===== config.mk =====
export PLATFORM = sky130hd
export DESIGN_NAME = operand_recover_flat
export DESIGN_NICKNAME = d
export VERILOG_FILES = /design/src/rtl/operand_recover_pkg.sv /design/src/rtl/operand_recover_if.sv /design/src/rtl/operand_recover_digit.sv /design/src/rtl/operand_recover.sv /design/src/flat_wrapper.sv
export SDC_FILE = /design/constraint.sdc
export NUM_CORES = 1
export LEC_CHECK = 0
export BUFFER_PORTS_ARGS = -buffer_cell sky130_fd_sc_hd__buf_2
export CORE_MARGIN = 2
export CORE_UTILIZATION = 54
export DETAILED_ROUTE_END_ITERATION = 8
export GPL_ROUTABILITY_DRIVEN = 0
export PLACE_DENSITY = 0.8
export SLEW_MARGIN = 20
export SYNTH_ARGS = -nofsm -noshare
export SYNTH_HDL_FRONTEND = slang
export SYNTH_SLANG_ARGS = --single-unit

===== constraint.sdc =====
create_clock -name clk -period 1.5 [get_ports clk]
set_input_delay 0.3 -clock clk [delete_from_list [all_inputs] [get_ports clk]]
set_output_delay 0.3 -clock clk [all_outputs]
set_load 0.05 [all_outputs]

===== src/rtl/operand_recover_pkg.sv =====
// operand_recover shared types and helpers.
// Imported by the interface, digit slice and top.
package operand_recover_pkg;

    typedef enum logic [1:0] {
        IDLE,
        BUSY,
        DONE
    } or_state_t;

    function automatic int ndig(input int swidth, input int digit);
        return (swidth + digit - 1) / digit;
    endfunction

endpackage


===== src/rtl/operand_recover_if.sv =====
// Request/response handshake bundle for operand_recover.
// master drives requests, slave is the recover block.
interface operand_recover_if #(
    parameter int WIDTH  = 8,
    parameter int SWIDTH = WIDTH + 1
);
    logic              in_valid;
    logic              in_ready;
    logic [SWIDTH-1:0] sm;
    logic [WIDTH-1:0]  x;
    logic              cin;
    logic              out_valid;
    logic              out_ready;
    logic [WIDTH-1:0]  y;
    logic              y_err;
    logic              y_zero;

    modport master (
        output in_valid, sm, x, cin, out_ready,
        input  in_ready, out_valid, y, y_err, y_zero
    );

    modport slave (
        input  in_valid, sm, x, cin, out_ready,
        output in_ready, out_valid, y, y_err, y_zero
    );
endinterface


===== src/rtl/operand_recover_digit.sv =====
// One DIGIT-bit subtract slice: d = a - b - bin.
// bout is set when the slice result went negative.
module operand_recover_digit #(
    parameter int DIGIT = 1
) (
    input  logic [DIGIT-1:0] a,
    input  logic [DIGIT-1:0] b,
    input  logic             bin,
    output logic [DIGIT-1:0] d,
    output logic             bout
);
    logic [DIGIT:0] diff;

    assign diff = {1'b0, a} - {1'b0, b} - (DIGIT+1)'(bin);
    assign d    = diff[DIGIT-1:0];
    assign bout = diff[DIGIT];
endmodule


===== src/rtl/operand_recover.sv =====
// Digit-serial recovery of y = sm - x - cin, with
// range flag, over a valid/ready request/response pair.
module operand_recover
    import operand_recover_pkg::*;
#(
    parameter int WIDTH  = 8,
    parameter int SWIDTH = WIDTH + 1,
    parameter int DIGIT  = 1
) (
    input logic           clk,
    input logic           rst_n,
    operand_recover_if.slave bus
);
    localparam int NDIG = ndig(SWIDTH, DIGIT);
    localparam int PW   = NDIG * DIGIT;
    localparam int CW   = $clog2(NDIG + 1);

    or_state_t         state_q;
    or_state_t         state_d;
    logic [PW-1:0]     sm_sr;
    logic [PW-1:0]     x_sr;
    logic [PW-1:0]     res_sr;
    logic [PW-1:0]     res_nx;
    logic              borrow_q;
    logic              bout;
    logic [DIGIT-1:0]  dgt;
    logic [CW-1:0]     cnt_q;
    logic              last;
    logic [WIDTH-1:0]  y_q;
    logic              y_err_q;
    logic              y_zero_q;
    logic              accept;
    logic              release_out;

    operand_recover_digit #(
        .DIGIT (DIGIT)
    ) u_digit (
        .a    (sm_sr[DIGIT-1:0]),
        .b    (x_sr[DIGIT-1:0]),
        .bin  (borrow_q),
        .d    (dgt),
        .bout (bout)
    );

    // New digit enters at the MSB end; after NDIG
    // steps the full difference is right-aligned.
    generate
        if (NDIG == 1) begin : g_one
            assign res_nx = dgt;
        end else begin : g_many
            assign res_nx = {dgt, res_sr[PW-1:DIGIT]};
        end
    endgenerate

    assign last        = (cnt_q == CW'(NDIG - 1));
    assign accept      = (state_q == IDLE) && bus.in_valid;
    assign release_out = (state_q == DONE) && bus.out_ready;

    always_comb begin
        state_d = state_q;
        unique case (state_q)
            IDLE: if (bus.in_valid) state_d = BUSY;
            BUSY: if (last)         state_d = DONE;
            DONE: if (bus.out_ready) state_d = IDLE;
            default:                state_d = IDLE;
        endcase
    end

    always_ff @(posedge clk or negedge rst_n) begin
        if (!rst_n) begin
            state_q <= IDLE;
        end else begin
            state_q <= state_d;
        end
    end

    always_ff @(posedge clk or negedge rst_n) begin
        if (!rst_n) begin
            sm_sr    <= '0;
            x_sr     <= '0;
            res_sr   <= '0;
            borrow_q <= 1'b0;
            cnt_q    <= '0;
        end else if (accept) begin
            sm_sr    <= PW'(bus.sm);
            x_sr     <= PW'(bus.x);
            res_sr   <= '0;
            borrow_q <= bus.cin;
            cnt_q    <= '0;
        end else if (state_q == BUSY) begin
            sm_sr    <= sm_sr >> DIGIT;
            x_sr     <= x_sr >> DIGIT;
            res_sr   <= res_nx;
            borrow_q <= bout;
            cnt_q    <= cnt_q + CW'(1);
        end
    end

    always_ff @(posedge clk or negedge rst_n) begin
        if (!rst_n) begin
            y_q      <= '0;
            y_err_q  <= 1'b0;
            y_zero_q <= 1'b0;
        end else if (state_q == BUSY && last) begin
            y_q      <= res_nx[WIDTH-1:0];
            y_err_q  <= bout | (|res_nx[PW-1:WIDTH]);
            y_zero_q <= (res_nx[WIDTH-1:0] == '0);
        end
    end

    assign bus.in_ready  = (state_q == IDLE);
    assign bus.out_valid = (state_q == DONE);
    assign bus.y         = y_q;
    assign bus.y_err     = y_err_q;
    assign bus.y_zero    = y_zero_q;

    logic unused_release;
    assign unused_release = release_out;
endmodule


===== src/flat_wrapper.sv =====
// flat-port wrapper written by rule: the top's interface ports become plain ports
module operand_recover_flat import operand_recover_pkg::*;
#(
    parameter int WIDTH  = 8,
    parameter int SWIDTH = WIDTH + 1,
    parameter int DIGIT  = 1
)
  (clk, rst_n, bus_in_valid, bus_sm, bus_x, bus_cin, bus_out_ready, bus_in_ready, bus_out_valid, bus_y, bus_y_err, bus_y_zero);
  operand_recover_if #(.WIDTH(WIDTH), .SWIDTH(SWIDTH)) bus_i ();
  input logic clk;
  input logic rst_n;
  input wire logic [$bits(bus_i.in_valid)-1:0] bus_in_valid;
  input wire logic [$bits(bus_i.sm)-1:0] bus_sm;
  input wire logic [$bits(bus_i.x)-1:0] bus_x;
  input wire logic [$bits(bus_i.cin)-1:0] bus_cin;
  input wire logic [$bits(bus_i.out_ready)-1:0] bus_out_ready;
  output wire logic [$bits(bus_i.in_ready)-1:0] bus_in_ready;
  output wire logic [$bits(bus_i.out_valid)-1:0] bus_out_valid;
  output wire logic [$bits(bus_i.y)-1:0] bus_y;
  output wire logic [$bits(bus_i.y_err)-1:0] bus_y_err;
  output wire logic [$bits(bus_i.y_zero)-1:0] bus_y_zero;
  assign bus_i.in_valid = bus_in_valid;
  assign bus_i.sm = bus_sm;
  assign bus_i.x = bus_x;
  assign bus_i.cin = bus_cin;
  assign bus_i.out_ready = bus_out_ready;
  assign bus_in_ready = bus_i.in_ready;
  assign bus_out_valid = bus_i.out_valid;
  assign bus_y = bus_i.y;
  assign bus_y_err = bus_i.y_err;
  assign bus_y_zero = bus_i.y_zero;
  operand_recover #(.WIDTH(WIDTH), .SWIDTH(SWIDTH), .DIGIT(DIGIT)) u_core (.clk(clk), .rst_n(rst_n), .bus(bus_i));
endmodule

Yosys cells after proc, flatten, opt, wreduce, memory -nomap -nowiden
Cells that the tools add are included.
Operators by class
  equality and inequality tests: 6
  multipliers: 0
  shift-type cells: 0
  $lt $le $gt $ge: 0
  add/subtract/negate cells: 3
  divide/modulo/power cells: 0
  bitwise logic cells: 1
  muxes and demuxes: 14
  reduce and logical (&&, ||, !) cells: 6
Operators by type and width (number)
  two-way mux 9 bit: 6
  logical NOT 8 bit: 1
  two-way mux 4 bit: 2
  two-way mux 2 bit: 3
  case mux 2 bit (3 select lines): 1
  adder 4 x 1 -> 4 bit (second input constant): 1
  equality test 4 bit (second input constant): 1
  != test 2 bit (second input constant): 2
  AND reduction 3 bit: 1
  equality test 2 x 1 -> 1 bit (second input constant): 1
  equality test 2 bit (second input constant): 1
  logical AND 1 bit: 2
  logical NOT 2 bit: 1
  two-way mux 1 bit: 2
  != test 2 x 1 -> 1 bit (second input constant): 1
  nonzero test 2 bit: 1
  subtractor 1 x 1 -> 2 bit: 1
  subtractor 2 x 1 -> 2 bit: 1
  bitwise OR 1 bit: 1
Storage, ports and cells
  RAM bits: 0
  register bits after elaboration: 44
  bits in read-only memories: 0
  bits of input ports: 22
  memories kept: 0
  latch bits: 0

Longest topological paths before layout
  depth in word-level cells: 4
  gate-level depth with buffers: 6

Modules after synthesis
From an unflattened synthesis, not the netlist that was laid out.
Second synthesis, totals
  cells, all modules: 190
  area, all modules: 1885.6 sq um
Modules (own cells, without submodules)
  operand_recover: instances 1, cells each 187, area each 1858.0 sq um, seq. area each 1051.0 sq um
  operand_recover_digit: instances 1, cells each 3, area each 27.5 sq um, seq. area each 0.0 sq um

Least setup slack after synthesis
OpenSTA, ideal clock, no wires.
  path type: register to output
  from: reg u_core.state_q[0]
  to: out bus_out_valid
  data arrival time: 1237 ps
  path buffers: 1
  setup slack: -37 ps
  stages on the path, launching flop included: 3
  cells stage by stage: dfrtp_1 buf_4 nor2b_1
On the way
  longest elaborated chain between the ends: 1
Ends and longest elaborated chain
  start, declared: line operand_recover.sv:18  | or_state_t state_q;
  start signal, assigned: line operand_recover.sv:73  | state_q <= state_d;
  equality test 2 bit
  end, declared: line flat_wrapper.sv:18  | output wire logic [$bits(bus_i.out_valid)-1:0] bus_out_valid;
No other way between the ends.

Final worst setup path
  from: reg u_core.state_q[1]
  to: out bus_out_valid
Same word-level chain as after synthesis.

==> impl_metrics.tcl <==
set metrics [dict create \
    ant_nets 0 \
    antenna_cells 0 \
    period_needed_ps 1530 \
    synth.area.top_cells "dfrtp_1, nand2_1, mux2_4" \
    multi_input_comb_area_um2 756 \
    max_freq_mhz 654 \
    critPathMaxFanout 3 \
    rows 21 \
    synthSimpleGateAreaFrac_pct 19.9 \
    whs_ps -6.21 \
    violations "negative hold slack, negative setup slack" \
    final_max_slew_viol_count 0 \
    drive_above_1_share_pct 34.1 \
    syn_inst 173 \
    synth_adder_area_share_pct 2.42 \
    power_leakage_nw 1.20 \
    start_util_pct 56.2 \
    finalSetupViolCount 2 \
    clockBufferDepth 2 \
    hold_buffers 0 \
    cts_buffers 5 \
    fin_worst_skew_ps 5.50 \
    clkSinkCount 42 \
    vias_per_cell 5.29 \
    cp-start-kind "register" \
    grt_pass1_wl_mm 6.72 \
    critPathKind "register to output pin" \
    antenna_found_initial 0 \
    cpMaxStageDelayCell "dfrtp_1" \
    path_clk_slew_ps 120 \
    worstHoldPathType "input pin to async pin" \
    synthMuxAreaShare_pct 8.14 \
    gr-total-overflow 0 \
    area_growth_syn_to_layout_pct 24.6 \
    yosys_warnings 0 \
    cts_htree_levels 2 \
    place_inst 255 \
    worst_slew_pin_slew_ps 516 \
    status "finished with violations" \
    drtIter0Drc 109 \
    core_area_um2 3310 \
    ys_ff_latch 42 \
    tns_ps -30.2 \
    path_cells "buf_6 -> nor2b_4 -> buf_6" \
    netlist_area_um2 1860 \
    grt_usage_pct 21.8 \
    cts_root_buf "clkbuf_4" \
    max-slew-margin-rel_pct 65.6 \
    synth_most_common_cell "nand2_1" \
    setup_ws_ps -29.6 \
    cp-end-kind "output pin" \
    cellPowerDensity_nw_per_um2 2180 \
    regArea_um2 1050 \
    syn-num-nets 198 \
    vdd.ir_drop.worst_v 0.000965 \
    synth_top_area_share_pct 56.5 \
    drt-total-wl_mm 3.85 \
    ys_seq_area_share_pct 56.5 \
    critPathTopFamily "flip-flops" \
    io_pins 34 \
    cp_common_cell "buf_6" \
    synthTopCellsByCount "nand2_1, dfrtp_1, a22oi_1" \
    yosysTopAreaCell "dfrtp_1" \
    cp.arrival_ps 1230 \
    cts_tree "built" \
    die_h_um 62.7 \
    die-area_um2 3930 \
    drcViolationCount 0 \
    ys_types 28 \
    avgSynthCellArea_um2 10.7 \
    max_cap_viol_count 0 \
    crit_buf_inv 2 \
    nFillCells 261 \
    required_ps 1200 \
    insertion_delay_ps 350 \
    firstDrtPassIters 4 \
    fin_total_pwr_mw 5.04 \
    max_stage_delay_ps 420 \
    dr_total_vias 1423 \
    synth_edf_count 0 \
    synthFlopType "dfrtp_1" \
    grt_setup_unrepaired "true" \
    period_share_pct 102 \
    instances_no_fill 269 \
    io_buffers 33 \
    die_x_um 62.7 \
    grt_max_degree 43 \
    first_global_vias 1472 \
    synth-xor-area-share_pct 0 \
    wire_per_inst_um 14.3 \
    synth_compound_area_share_pct 8.82 \
    hold_viol 6 \
    nets 247 \
    synth_top_family_by_area "simple AND/OR/NAND/NOR gates" \
    post-dp-hpwl_mm 2.71 \
    synthArstFlopShare_pct 100 \
]
timing repair:
item | CTS | global route
resized for setup | 12 | 3
endpoints found under the setup margin | 11 | 12
pin swaps | 0 | 1
buffers inserted | 5 | 1
path summary, 6_finish.rpt:
kind                       slack [ps]                     startpoint  depth (start not counted)                             to
hold / removal                     -6                          rst_n                          2  u_core.state_q[1]$_DFFE_PN0P_
hold reg to reg                   490    u_core.sm_sr[3]$_DFFE_PN0P_                          2    u_core.sm_sr[3]$_DFFE_PN0P_
setup reg to reg                    0    u_core.cnt_q[1]$_DFFE_PN0P_                          6    u_core.bus.y[7]$_DFFE_PN0P_
setup / recovery                  -30  u_core.state_q[1]$_DFFE_PN0P_                          3                  bus_out_valid
min in group clk                  140                      bus_sm[8]                          3    u_core.sm_sr[8]$_DFFE_PN0P_
max in group asynchronous        1140                          rst_n                          2  u_core.state_q[0]$_DFFE_PN0P_
metal layers:
| metal | wire (um) | vias to the layer above | global-route usage, % |
|---|---|---|---|
| met2 | 1980 | 47 | 37.5 |
| met3 | 193 | 8 | 5.59 |
| met4 | 66 | 0 | 7.22 |
| li1 | - | 685 | - |
| met5 | 0 | - | 0 |
| met1 | 1610 | 683 | 26.9 |
per-stage QoR:
step           hold slack [ps]  utilization (%)  worst slack [ps]  cell area (um^2)
3_5_place_dp               391             64.7             -63.2              2140
4_1_cts                   1.27             69.5             -17.6              2300
2_1_floorplan             4.41                -              43.7              1860
5_1_grt                   31.4             70.0             -83.0              2320
6_report                 -6.21             70.0             -29.6              2320
3_3_place_gp               387             64.7              51.2              2140
cells by family after synthesis:
kind of cell / Yosys count
AO/OA/AOI/OAI: 22
adder cells (fa/ha/maj): 3
buffers and inverters: 15
flip-flops: 42
multiplexers: 11
AND/OR/NAND/NOR: 80
worst register-to-register path, delay by kind of cell, from the launching register on:
kind	cells	cell delay, ps
adder cells (fa/ha/maj)	1	150
multiplexers	1	310
AND/OR/NAND/NOR	2	270
buffers and inverters	2	250
flip-flops	1	420
sequential cells by signal (all words and copies together), names as in the netlist:
register,flops
u_core.borrow_q,1
u_core.bus.y,8
u_core.bus.y_err,1
u_core.bus.y_zero,1
u_core.cnt_q,4
u_core.res_sr,8
u_core.sm_sr,9
u_core.state_q,2
u_core.x_sr,8
power by group:
group          total (mW)  internal, mW  switching, mW
sequential           1.96          1.62          0.342
clock               0.710         0.352          0.358
combinational        2.37         0.962           1.41
total                5.04          2.93           2.11
layout make-up:
cell class                 count  area share [%]
sequential                    42            45.4
multi-input combinational    116            32.6
timing repair buffer          51            15.1
tap                           46            2.49
clock buffer                   6            1.78
clock inverter                 2            1.62
inverter                       6           0.972
layout by cell type, fill, tap and decap left out, types with 2 or more instances in the layout:
master / count
clkbuf_4: 5
mux2i_1: 2
o21ai_0: 3
buf_2: 31
nand2_1: 55
mux2_4: 8
dfrtp_1: 41
buf_4: 14
nor4_1: 2
buf_12: 2
ha_1: 2
nand3_1: 11
a22oi_1: 15
inv_1: 5
buf_6: 3
(Power assumes the default switching activity.)
